--- config.mk ---
export PLATFORM = sky130hd
export DESIGN_NAME = cpu_cycle_sequencer
export DESIGN_NICKNAME = d
export VERILOG_FILES = /design/src/rtl/cpu_cycle_sequencer.sv
export SDC_FILE = /design/constraint.sdc
export NUM_CORES = 1
export LEC_CHECK = 0
export BUFFER_PORTS_ARGS = -buffer_cell sky130_fd_sc_hd__clkbuf_2
export CAP_MARGIN = 20
export CELL_PAD_IN_SITES_DETAIL_PLACEMENT = 0
export CELL_PAD_IN_SITES_GLOBAL_PLACEMENT = 1
export CORE_AREA = 8 8 50 52
export DETAILED_ROUTE_END_ITERATION = 16
export DIE_AREA = 0 0 58 60
export PLACE_DENSITY_LB_ADDON = 0.1
export SYNTH_ARGS = -nofsm -noshare
export SYNTH_HDL_FRONTEND = slang
export SYNTH_SLANG_ARGS = --single-unit
--- constraint.sdc ---
create_clock -name i_Clk -period 1.8 [get_ports i_Clk]
set_input_delay 0.36 -clock i_Clk [delete_from_list [all_inputs] [get_ports i_Clk]]
set_output_delay 0.36 -clock i_Clk [all_outputs]
set_load 0.05 [all_outputs]
--- src/rtl/cpu_cycle_sequencer.sv ---
// rtl/cpu_cycle_sequencer.sv - T-state / M-cycle timing generator for the microcode units
//
// Ports:
//   i_Clk, i_Reset       core clock (one T-state per edge), synchronous active-high reset
//   i_IR_Fetch           current M-cycle is the instruction's last (overlapped fetch)
//   i_Wait               bus stall, honoured only at the T4 boundary
//   i_Halt_Req           HALT opcode executing (used only with CPU_CYCLE_SEQ_HALT_EN)
//   i_Int_Pending        wakes from HALT (used only with CPU_CYCLE_SEQ_HALT_EN)
//   o_Cycle_Step[3:0]    one-hot T-state, bit0 = T1
//   o_Cycle_Count[7:0]   one-hot M-cycle, bit0 = M1
//   o_Active             microcode qualifier
//   o_Opcode_Load        one-T-state pulse to latch the fetched opcode
//   o_Halted             HALT indicator
//   o_Sequence_Error     sticky: instruction ran past M8 without a fetch
// Optional feature macro: CPU_CYCLE_SEQ_HALT_EN

module cpu_cycle_sequencer (
    input  logic       i_Clk,
    input  logic       i_Reset,
    input  logic       i_IR_Fetch,
    input  logic       i_Wait,
    input  logic       i_Halt_Req,
    input  logic       i_Int_Pending,
    output logic [3:0] o_Cycle_Step,
    output logic [7:0] o_Cycle_Count,
    output logic       o_Active,
    output logic       o_Opcode_Load,
    output logic       o_Halted,
    output logic       o_Sequence_Error
);

    typedef enum logic [1:0] {
        ST_RUN    = 2'd0,
        ST_STALL  = 2'd1,
        ST_HALTED = 2'd2
    } state_t;

    state_t     state_q, state_nxt;
    logic [3:0] step_q, step_nxt;
    logic [7:0] count_q, count_nxt;
    logic       active_q, active_nxt;
    logic       load_q, load_nxt;
    logic       err_q, err_nxt;

    always_ff @(posedge i_Clk) begin
        if (i_Reset) begin
            state_q  <= ST_RUN;
            step_q   <= 4'b0001;
            count_q  <= 8'b0000_0001;
            active_q <= 1'b0;
            load_q   <= 1'b0;
            err_q    <= 1'b0;
        end else begin
            state_q  <= state_nxt;
            step_q   <= step_nxt;
            count_q  <= count_nxt;
            active_q <= active_nxt;
            load_q   <= load_nxt;
            err_q    <= err_nxt;
        end
    end

    always_comb begin
        state_nxt = state_q;
        step_nxt  = {step_q[2:0], step_q[3]};
        count_nxt = count_q;
        load_nxt  = 1'b0;
        err_nxt   = err_q;

        case (state_q)
            // STALL always sits at T4, so step_q[3] is the boundary in both states.
            ST_RUN, ST_STALL: begin
                if (step_q[3]) begin
                    if (i_Wait) begin
                        state_nxt = ST_STALL;
                        step_nxt  = step_q;
                    end else begin
                        state_nxt = ST_RUN;
                        if (i_IR_Fetch) begin
                            count_nxt = 8'b0000_0001;
`ifdef CPU_CYCLE_SEQ_HALT_EN
                            if (i_Halt_Req) begin
                                state_nxt = ST_HALTED;
                            end else begin
                                load_nxt = 1'b1;
                            end
`else
                            load_nxt = 1'b1;
`endif
                        end else if (count_q[7]) begin
                            // Runaway instruction: force a refetch and flag it.
                            count_nxt = 8'b0000_0001;
                            err_nxt   = 1'b1;
                            load_nxt  = 1'b1;
                        end else begin
                            count_nxt = {count_q[6:0], 1'b0};
                        end
                    end
                end
            end
`ifdef CPU_CYCLE_SEQ_HALT_EN
            ST_HALTED: begin
                // Step keeps rotating so the wake-up lands on a clean T4 boundary.
                if (step_q[3] && i_Int_Pending) begin
                    state_nxt = ST_RUN;
                    count_nxt = 8'b0000_0001;
                    load_nxt  = 1'b1;
                end
            end
`endif
            default: begin
                state_nxt = ST_RUN;
                step_nxt  = 4'b0001;
                count_nxt = 8'b0000_0001;
            end
        endcase

        active_nxt = (state_nxt != ST_HALTED);
    end

`ifdef CPU_CYCLE_SEQ_HALT_EN
    assign o_Halted = (state_q == ST_HALTED);
`else
    logic unused_halt_inputs;
    assign unused_halt_inputs = i_Halt_Req ^ i_Int_Pending;
    assign o_Halted = 1'b0;
`endif

    assign o_Cycle_Step     = step_q;
    assign o_Cycle_Count    = count_q;
    assign o_Active         = active_q;
    assign o_Opcode_Load    = load_q;
    assign o_Sequence_Error = err_q;

endmodule
; Word level (Yosys, flattened, before mapping)
; Index checks and enable logic that the tools add are counted.
[op_classes]
n_bitwise = 4
eq_ne = 3
muxes = 9
reduce_logical = 6
[ops]
columns = cell, n
row1 = 8-bit two-way mux, 2
row2 = 4-bit two-way mux, 2
row3 = 5-bit AND reduction, 1
row4 = 2-bit two-way mux, 2
row5 = "2-bit != test, second input constant", 2
row6 = 1-bit inverter, 4
row7 = 2-bit OR reduction, 2
row8 = 4-bit OR reduction, 1
row9 = 1-bit two-way mux, 3
row10 = "2-bit by 1-bit equality test with 1-bit output, second input constant", 1
row11 = 2-bit zero test, 1
row12 = 2-bit AND reduction, 1
[totals]
out_inout_bits = 16
ff_bits = 17
wordCells = 29
input_bits = 6

; Depth between registers and ports, before layout
; Gate-level depths: netlist (run 1).
[logic_depth]
ltp_word = 4
ltp_mapped = 4
ltp_nobuf = 3

; Worst setup path before layout (run 1)
; Ideal clock, no wire load.
[synth_timing]
path_type = reg2reg
start = reg step_q[3] (netlist: o_Cycle_Step[3])
end = reg count_q[7] (netlist: o_Cycle_Count[7])
setup_time_ns = 0.061
period_less_slack_ns = 1.450
arrival_ns = 1.389
stages_incl_launch_ff = 4
required_ns = 1.739
setup_slack_ns = 0.350
path_cell_list = dfxtp_1 -> nand2b_1 -> nor4_4 -> a22o_1
[synth_between]
elab_chain_cells = 1
[synth_rtl]
columns = item, line_no
row1 = from (decl), 39  ; logic [3:0] step_q, step_nxt;
row2 = from (signal assigned), 55  ; step_q <= step_nxt;
row3 = 2-bit AND reduction (no source line), n/a
row4 = to (signal assigned), 56  ; count_q <= count_nxt;
row5 = to (decl), 40  ; logic [7:0] count_q, count_nxt;
; Every way passes these cells.
; A chain may end at the register's enable or synchronous reset.

; Worst setup path in the final report (run 1)
[layout_timing]
start = reg step_q[3] (netlist: o_Cycle_Step[3])
end = out o_Cycle_Step[3]
[layout_rtl]
columns = item, line_no
row1 = to (decl), 24  ; output logic [3:0] o_Cycle_Step,
; No word-level cell between the ends.

==> results of run 1 <==
cells by family (layout without fill, tap and decap cells):
| logic type | count (synthesis) | after routing | synth area share |
|---|---|---|---|
| buffers and inverters | 3 | 23 | 0.0423 |
| AND/OR/NAND/NOR | 19 | 19 | 0.195 |
| flip-flops | 16 | 16 | 0.601 |
| other | 1 | 2 | 0.00704 |
| AO/OA/AOI/OAI | 11 | 11 | 0.155 |
power by group through the flow:
| stage | sequential, mW | clock, mW | combinational, mW |
|---|---|---|---|
| final | 0.363 | 0.232 | 0.0435 |
| after detailed placement | 0.371 | 0 | 0.0441 |
| after floorplan | 0.387 | 0 | 0.0193 |
| after global placement | 0.371 | 0 | 0.0442 |
| after CTS | 0.363 | 0.243 | 0.0441 |
| after global routing | 0.364 | 0.257 | 0.0474 |
cell usage in the layout, fill, tap and decap left out:
master,netlist,layout
a21oi_1,3,3
a22o_1,7,7
a31oi_1,1,1
clkbuf_2,0,18
clkbuf_4,0,3
clkbuf_8,0,1
conb_1,1,2
dfxtp_1,16,16
inv_1,1,1
nand2_1,5,5
nand2b_1,1,1
nand3_1,2,2
nor2_1,5,5
nor2_2,1,1
nor2b_1,1,1
nor3_1,2,2
nor4_4,1,1
or2_1,1,1
worst reg2reg max path: cells and delay by family (launching register included):
kind	cells	cell delay [ns]
DFF	1	0.32
and+or+nand+nor	2	0.81
AOI/OAI and AO/OA	1	0.22
flip-flops by register name, indices dropped and copies added, names as in the netlist:
| signal | flops |
|---|---|
| state_q | 1 |
| o_Sequence_Error | 1 |
| o_Cycle_Count | 8 |
| o_Active | 1 |
| o_Cycle_Step | 4 |
| o_Opcode_Load | 1 |
worst paths after layout:
kind / start / end / slack, ns
worst max register to register: state_q[1] / o_Cycle_Count[4] / 0.41
worst min register to register: o_Cycle_Step[0] / o_Cycle_Step[0] / 0.47
worst max-delay path: o_Cycle_Step[3] / o_Cycle_Step[3] / 0.37
worst min-delay path: i_Reset / o_Active / 0.25
cell usage after synthesis:
master,count
conb_1,1
nand3_1,2
nand2b_1,1
a21oi_1,3
inv_1,1
nor2b_1,1
nor2_2,1
nand2_1,5
a31oi_1,1
dfxtp_1,16
buf_4,1
nor3_1,2
nor2_1,5
nor4_4,1
buf_6,1
or2_1,1
a22o_1,7
metrics by stage:
| step | cell area [sq um] | cells |
|---|---|---|
| 4_1_cts | 667 | 89 |
| 2_1_floorplan | 537 | 51 |
| 3_3_place_gp | 631 | 85 |
| 6_report | 667 | 89 |
| 5_1_grt | 667 | 89 |
| 3_5_place_dp | 631 | 85 |
layout make-up:
type	instances	area share
Clock buffer	4	0.0544
Timing Repair Buffer	18	0.135
Multi-Input combinational cell	32	0.291
Sequential cell	16	0.480
Inverter	1	0.00563
Tap cell	18	0.0338
routing by layer:
layer / routed length, microns / vias to the layer above / share of wire / global-route usage
met5: 0 / - / 0 / 0
met4: 11 / 0 / 0.010 / 0.0420
met3: 83 / 2 / 0.076 / 0.0344
met2: 485 / 10 / 0.45 / 0.104
met1: 504 / 178 / 0.46 / 0.0752
li1: - / 213 / - / -
==> impl_metrics.py, run 1 <==
metrics = {
    "synth": {
        "syn_area_sq_um": 533,
        "yosysUniqueCellTypes": 17,
        "ys_seq_elements": 16,
        "yosys.area.top_type": "dfxtp_1",
        "synth_top_area_share": 0.601,
        "ys_seq_area_frac": 0.601,
        "yosys_warnings": 0,
        "syn_inst": 50,
        "synthTopCellsByArea": "dfxtp_1 (60%), a22o_1 (12%), nor4_4 (4.0%)",
        "syn_avg_cell_area_sq_um": 10.7,
    },
    "power": {
        "power.total_mw": 0.638,
        "clock_power_share": 0.363,
        "p_leak_nw": 0.296,
        "switchingPower_mw": 0.147,
        "sw_frac_of_total": 0.230,
        "intPower_mw": 0.492,
        "ir_drop_v": 0.000331,
        "power.share.sequential": 0.568,
        "pwr-share-comb": 0.068,
        "power.density_nw_per_um2": 957,
    },
    "final_layout": {
        "syn2layout_area_growth_pct": 25.1,
        "nets": 78,
        "fin_util": 0.370,
        "register_area_sq_um": 320,
        "diodes": 0,
        "fillers": 205,
        "multiInputGateArea_sq_um": 194,
        "drive_gt1_frac": 0.338,
    },
    "critical_path": {
        "worstPathArrival_ns": 1.07,
        "start_kind": "flip-flop",
        "path_delay_family": "flip-flops",
        "critical_path.max_stage_delay_ns": 0.47,
        "crit_chain": "clkbuf_2",
        "crit_required_ns": 1.44,
        "crit_path_max_fanout": 8,
        "end_kind": "primary output",
        "path_depth": 1,
        "criticalPathCategory": "flip-flop to primary output",
        "worst-r2r-cell-count": 3,
        "crit_buf_inv": 1,
        "cp_slowest_cell": "dfxtp_1",
    },
    "global_route": {
        "track_usage": 0.0685,
        "grt_max_degree": 10,
        "first_global_vias": 406,
        "gr-total-overflow": 0,
        "grt_first_pass_wirelength_microns": 1810,
        "antenna_found_initial": 0,
    },
    "cts": {
        "clock_latency_ns": 0.28,
        "clk_pin_slew_ns": 0.09,
        "ctsResizeCount": 0,
        "clockBufferDepth": 2,
        "root_buffer": "clkbuf_4",
        "numCtsBuffers": 3,
        "cts_sinks": 16,
        "cts_tree": "built",
        "cts_setup_buffers": 0,
        "cts_htree_levels": 1,
        "ctsHoldBuffers": 0,
    },
    "die": {
        "rows": 16,
        "die_x_microns": 58,
        "coreArea_sq_um": 1800,
        "pin_count": 22,
        "initial_utilization": 0.296,
        "die-area_sq_um": 3480,
        "die_y_microns": 60,
    },
    "timing": {
        "setup_violations": 0,
        "timing.final.ws_setup_ns": 0.369,
        "maxSlewViolCount": 0,
        "hold_violations": 0,
        "finalSetupTns_ns": 0,
        "holdWs_ns": 0.250,
        "fin_crit_sh": 0.795,
        "rsz0062_at_grt": "false",
        "fmax_mhz": 699,
        "post-route-min-period_ns": 1.43,
        "fin_skew_ns": 0.00225,
    },
    "worst_hold_path": {
        "hold_depth": 2,
        "hold_class": "primary input to flip-flop",
    },
    "placed_design": {
        "gp_congestion": 0.627,
        "place_hpwl_microns": 815,
        "pre_cts_slack_ns": 0.265,
        "place.port_buffers": 18,
    },
    "drt": {
        "dr.pass1.iters": 3,
        "routed_wl_microns": 1090,
        "detail-route-antenna-nets": 0,
        "wl_per_cell_microns": 12.2,
        "vias": 403,
        "viasPerCell": 4.53,
        "route.detailed.drc": 0,
        "drtIter0Drc": 5,
    },
    "flow_run": {
        "cap_violations": 0,
    },
    "outcome": {
        "status": "completed",
    },
}
Note: power is estimated with default switching activity, not from simulation.
==> run 2: changes to the inputs <==
- clock period: 1.8 -> 1.5 ns (I/O delays scaled with it)
==> run 2 against run 1 <==
Against the previous run:
- total power up 9.7%
- via count up 0.50%
- die area unchanged
- wire length down 0.46%
- critical path depth unchanged
- sequential cell count unchanged
- non-clock buffer count up 2
- combinational power up 25%
- final cell count up 1.1%
- critical path type unchanged
- largest power group unchanged
- highest routed layer is now met3
==> impl_metrics.py, run 2 (same netlist as run 1, synthesis figures left out) <==
metrics = {
    "outcome": {
        "status": "completed",
    },
    "cts": {
        "clockBufferDepth": 2,
        "root_buffer": "clkbuf_4",
        "clk_pin_slew_ns": 0.08,
        "ctsResizeCount": 0,
        "clock_latency_ns": 0.27,
        "cts_tree": "built",
        "numCtsBuffers": 3,
        "ctsHoldBuffers": 0,
        "cts_setup_buffers": 0,
        "cts_sinks": 16,
        "cts_htree_levels": 1,
    },
    "worst_hold_path": {
        "hold_class": "primary input to flip-flop",
    },
    "power": {
        "p_leak_nw": 0.298,
        "ir_drop_v": 0.000389,
        "power.density_nw_per_um2": 1050,
    },
    "die": {
        "die_y_microns": 60,
        "rows": 16,
        "initial_utilization": 0.296,
        "die-area_sq_um": 3480,
        "coreArea_sq_um": 1800,
        "die_x_microns": 58,
        "pin_count": 22,
    },
    "critical_path": {
        "start_kind": "flip-flop",
        "end_kind": "primary output",
        "crit_chain": "clkbuf_2",
        "path_delay_family": "flip-flops",
        "crit_buf_inv": 1,
        "cp_slowest_cell": "dfxtp_1",
        "criticalPathCategory": "flip-flop to primary output",
        "worstPathArrival_ns": 1.07,
        "critical_path.max_stage_delay_ns": 0.47,
        "crit_path_max_fanout": 8,
        "crit_required_ns": 1.20,
    },
    "drt": {
        "detail-route-antenna-nets": 0,
        "route.detailed.drc": 0,
        "viasPerCell": 4.50,
        "routed_wl_microns": 1080,
        "drtIter0Drc": 7,
        "vias": 405,
        "wl_per_cell_microns": 12.0,
        "dr.pass1.iters": 4,
    },
    "timing": {
        "setup_violations": 0,
        "maxSlewViolCount": 0,
        "finalSetupTns_ns": 0,
        "post-route-min-period_ns": 1.37,
        "hold_violations": 0,
        "holdWs_ns": 0.193,
        "rsz0062_at_grt": "false",
        "fmax_mhz": 730,
        "fin_skew_ns": 0.000556,
        "fin_crit_sh": 0.913,
    },
    "global_route": {
        "gr-total-overflow": 0,
        "first_global_vias": 374,
        "track_usage": 0.0676,
        "grt_max_degree": 9,
        "grt_first_pass_wirelength_microns": 1750,
        "antenna_found_initial": 0,
    },
    "flow_run": {
        "cap_violations": 0,
    },
    "final_layout": {
        "nets": 80,
        "syn2layout_area_growth_pct": 25.4,
        "largest_reg_flops": 8,
        "diodes": 0,
        "final_common_cell": "clkbuf_2",
        "layout_common_cells": "clkbuf_2 (18), dfxtp_1 (16), a22o_1 (7)",
        "drive_gt1_frac": 0.347,
        "fillers": 205,
    },
    "placed_design": {
        "place_hpwl_microns": 829,
        "gp_congestion": 0.673,
        "place.port_buffers": 18,
    },
}
==> run 2: cell count changes in the layout (fill, tap and decap cells not counted) <==
cell	change
buf_4	+2
clkbuf_8	-1
==> run 2: routing by layer <==
metal / GRT usage / share of wire / vias to the layer above
li1: - / - / 214
met1: 0.0764 / 0.47 / 181
met2: 0.0892 / 0.44 / 10
met3: 0.0409 / 0.095 / 0
met4: 0.0524 / 0 / 0
met5: 0 / 0 / -
==> run 2: path summary, 6_finish.rpt <==
kind / startpoint / end / slack, ns / depth (start not counted)
max: o_Cycle_Step[3] / o_Cycle_Step[3] / 0.13 / 1
min: i_Reset / o_Active / 0.19 / 2
max reg2reg: o_Cycle_Step[3] / o_Cycle_Count[6] / 0.27 / 3
min reg2reg: o_Cycle_Step[0] / o_Cycle_Step[0] / 0.46 / 2
==> run 2: area by class of cell <==
| cell class | count | area, sq um | share of cell area |
|---|---|---|---|
| multi-input combinational | 32 | 194 | 0.290 |
| clock buffer | 3 | 22.5 | 0.0337 |
| inverter | 1 | 3.75 | 0.00562 |
| tap | 18 | 22.5 | 0.0337 |
| sequential | 16 | 320 | 0.479 |
| timing repair buffer | 20 | 105 | 0.157 |
==> run 2: report_power, final <==
group / internal [mW] / switching (mW)
registers: 0.431 / 0.00388
logic: 0.0127 / 0.0418
clock network: 0.0928 / 0.117
==> run 2: metrics by stage <==
step	setup slack [ns]	power [mW]	std cells	utilization	area (sq um)
after CTS	0.107	0.717	90	0.371	668
after floorplan	0.0504	0.487	51	-	537
after global routing	0.0529	0.734	90	0.371	668
after detailed placement	0.202	0.500	87	0.358	646
after global placement	0.189	0.500	87	0.358	646
final	0.130	0.700	90	0.371	668
==> run 3: changes to the inputs <==
- RECOVER_POWER: not set -> 25
- TNS_END_PERCENT: not set -> 100
==> run 3 against run 2 <==
Against the previous run:
- first-iteration DRC count is 14% higher
- final cell count is the same
- clock-buffer cell count did not move
- clock skew up 0.00088 ns
==> impl_metrics.py, run 3 (same netlist as run 1, synthesis figures left out) <==
metrics = {
    "die": {
        "die_y_microns": 60,
        "rows": 16,
        "pin_count": 22,
        "die-area_sq_um": 3480,
        "initial_utilization": 0.296,
        "die_x_microns": 58,
        "coreArea_sq_um": 1800,
    },
    "cts": {
        "cts_sinks": 16,
        "cts_htree_levels": 1,
        "cts_setup_buffers": 0,
        "cts_tree": "built",
        "clock_latency_ns": 0.27,
        "clockBufferDepth": 2,
        "numCtsBuffers": 3,
        "root_buffer": "clkbuf_4",
        "clk_pin_slew_ns": 0.08,
        "ctsHoldBuffers": 0,
        "ctsResizeCount": 0,
    },
    "placed_design": {
        "place.port_buffers": 18,
        "pre_cts_slack_ns": 0.202,
        "gp_congestion": 0.673,
        "place_area_sq_um": 646,
        "place_hpwl_microns": 829,
    },
    "timing": {
        "fin_crit_sh": 0.909,
        "timing.final.ws_setup_ns": 0.137,
        "rsz0062_at_grt": "false",
        "fmax_mhz": 734,
        "hold_violations": 0,
        "finalSetupTns_ns": 0,
        "post-route-min-period_ns": 1.36,
        "setup_violations": 0,
        "fin_skew_ns": 0.00144,
        "tightest_slew_ns": 0.592,
        "relSlewSlack": 0.607,
        "maxSlewViolCount": 0,
    },
    "final_layout": {
        "layout_common_cells": "clkbuf_2 (16), dfxtp_1 (16), a22o_1 (7)",
        "drive_gt1_frac": 0.306,
        "diodes": 0,
        "fin_util": 0.367,
        "largest_reg_flops": 8,
        "fillers": 209,
        "multiInputGateArea_sq_um": 194,
        "final_cell_area_sq_um": 662,
        "register_area_sq_um": 320,
        "nets": 80,
        "syn2layout_area_growth_pct": 24.2,
    },
    "drt": {
        "detail-route-antenna-nets": 0,
        "route.detailed.drc": 0,
        "drtIter0Drc": 8,
        "dr.pass1.iters": 2,
        "viasPerCell": 4.50,
        "vias": 405,
        "wl_per_cell_microns": 12.0,
        "routed_wl_microns": 1080,
    },
    "outcome": {
        "status": "completed",
    },
    "global_route": {
        "grt_max_degree": 9,
        "first_global_vias": 374,
        "antenna_found_initial": 0,
        "grt_first_pass_wirelength_microns": 1750,
        "gr-total-overflow": 0,
        "track_usage": 0.0676,
    },
    "power": {
        "ir_drop_v": 0.000386,
        "power.density_nw_per_um2": 1050,
        "p_leak_nw": 0.288,
    },
    "critical_path": {
        "crit_buf_inv": 1,
        "end_kind": "primary output",
        "crit_required_ns": 1.20,
        "r2r_slack_ns": 0.24,
        "start_kind": "flip-flop",
        "cp_slowest_cell": "dfxtp_1",
        "crit_chain": "clkbuf_2",
        "worstPathArrival_ns": 1.06,
        "crit_path_max_fanout": 8,
        "criticalPathCategory": "flip-flop to primary output",
        "critical_path.max_stage_delay_ns": 0.46,
        "path_delay_family": "flip-flops",
    },
    "worst_hold_path": {
        "hold_class": "primary input to flip-flop",
    },
    "flow_run": {
        "cap_violations": 0,
    },
}
==> run 3: changes by cell type in the layout (fill, tap and decap cells not counted), sizes merged <==
cell	change
clkbuf	+1
buf	-1
==> run 3: power breakdown <==
group | switching, mW | total, mW | internal, mW
sequential | 0.00384 | 0.435 | 0.431
clock | 0.117 | 0.210 | 0.0928
combinational | 0.0418 | 0.0529 | 0.0111
==> run 3: final timing paths <==
| path | from | endpoint | cells after the start |
|---|---|---|---|
| hold reg to reg | o_Cycle_Step[0] | o_Cycle_Step[0] | 2 |
| hold / removal | i_Reset | o_Active | 2 |
| setup reg to reg | state_q[1] | o_Cycle_Count[6] | 4 |
| setup / recovery | o_Cycle_Step[3] | o_Cycle_Step[3] | 1 |
==> run 3: layout make-up <==
| class | count | area share |
|---|---|---|
| Sequential cell | 16 | 0.484 |
| Multi-Input combinational cell | 32 | 0.293 |
| Timing Repair Buffer | 20 | 0.149 |
| Clock buffer | 3 | 0.0340 |
| Tap cell | 18 | 0.0340 |
| Inverter | 1 | 0.00567 |
==> run 3: per-layer routing <==
layer	global-route usage	part of all wire
met1	0.0764	0.47
met5	0	0
met4	0.0524	0.0074
met2	0.0892	0.43
met3	0.0409	0.096
==> run 3: through the flow <==
step / cells / total power [mW] / hold slack (ns)
2_1_floorplan: 51 / 0.487 / 0.357
3_3_place_gp: 87 / 0.500 / 0.454
3_5_place_dp: 87 / 0.500 / 0.457
4_1_cts: 90 / 0.717 / 0.184
5_1_grt: 90 / 0.732 / 0.203
6_report: 90 / 0.698 / 0.202
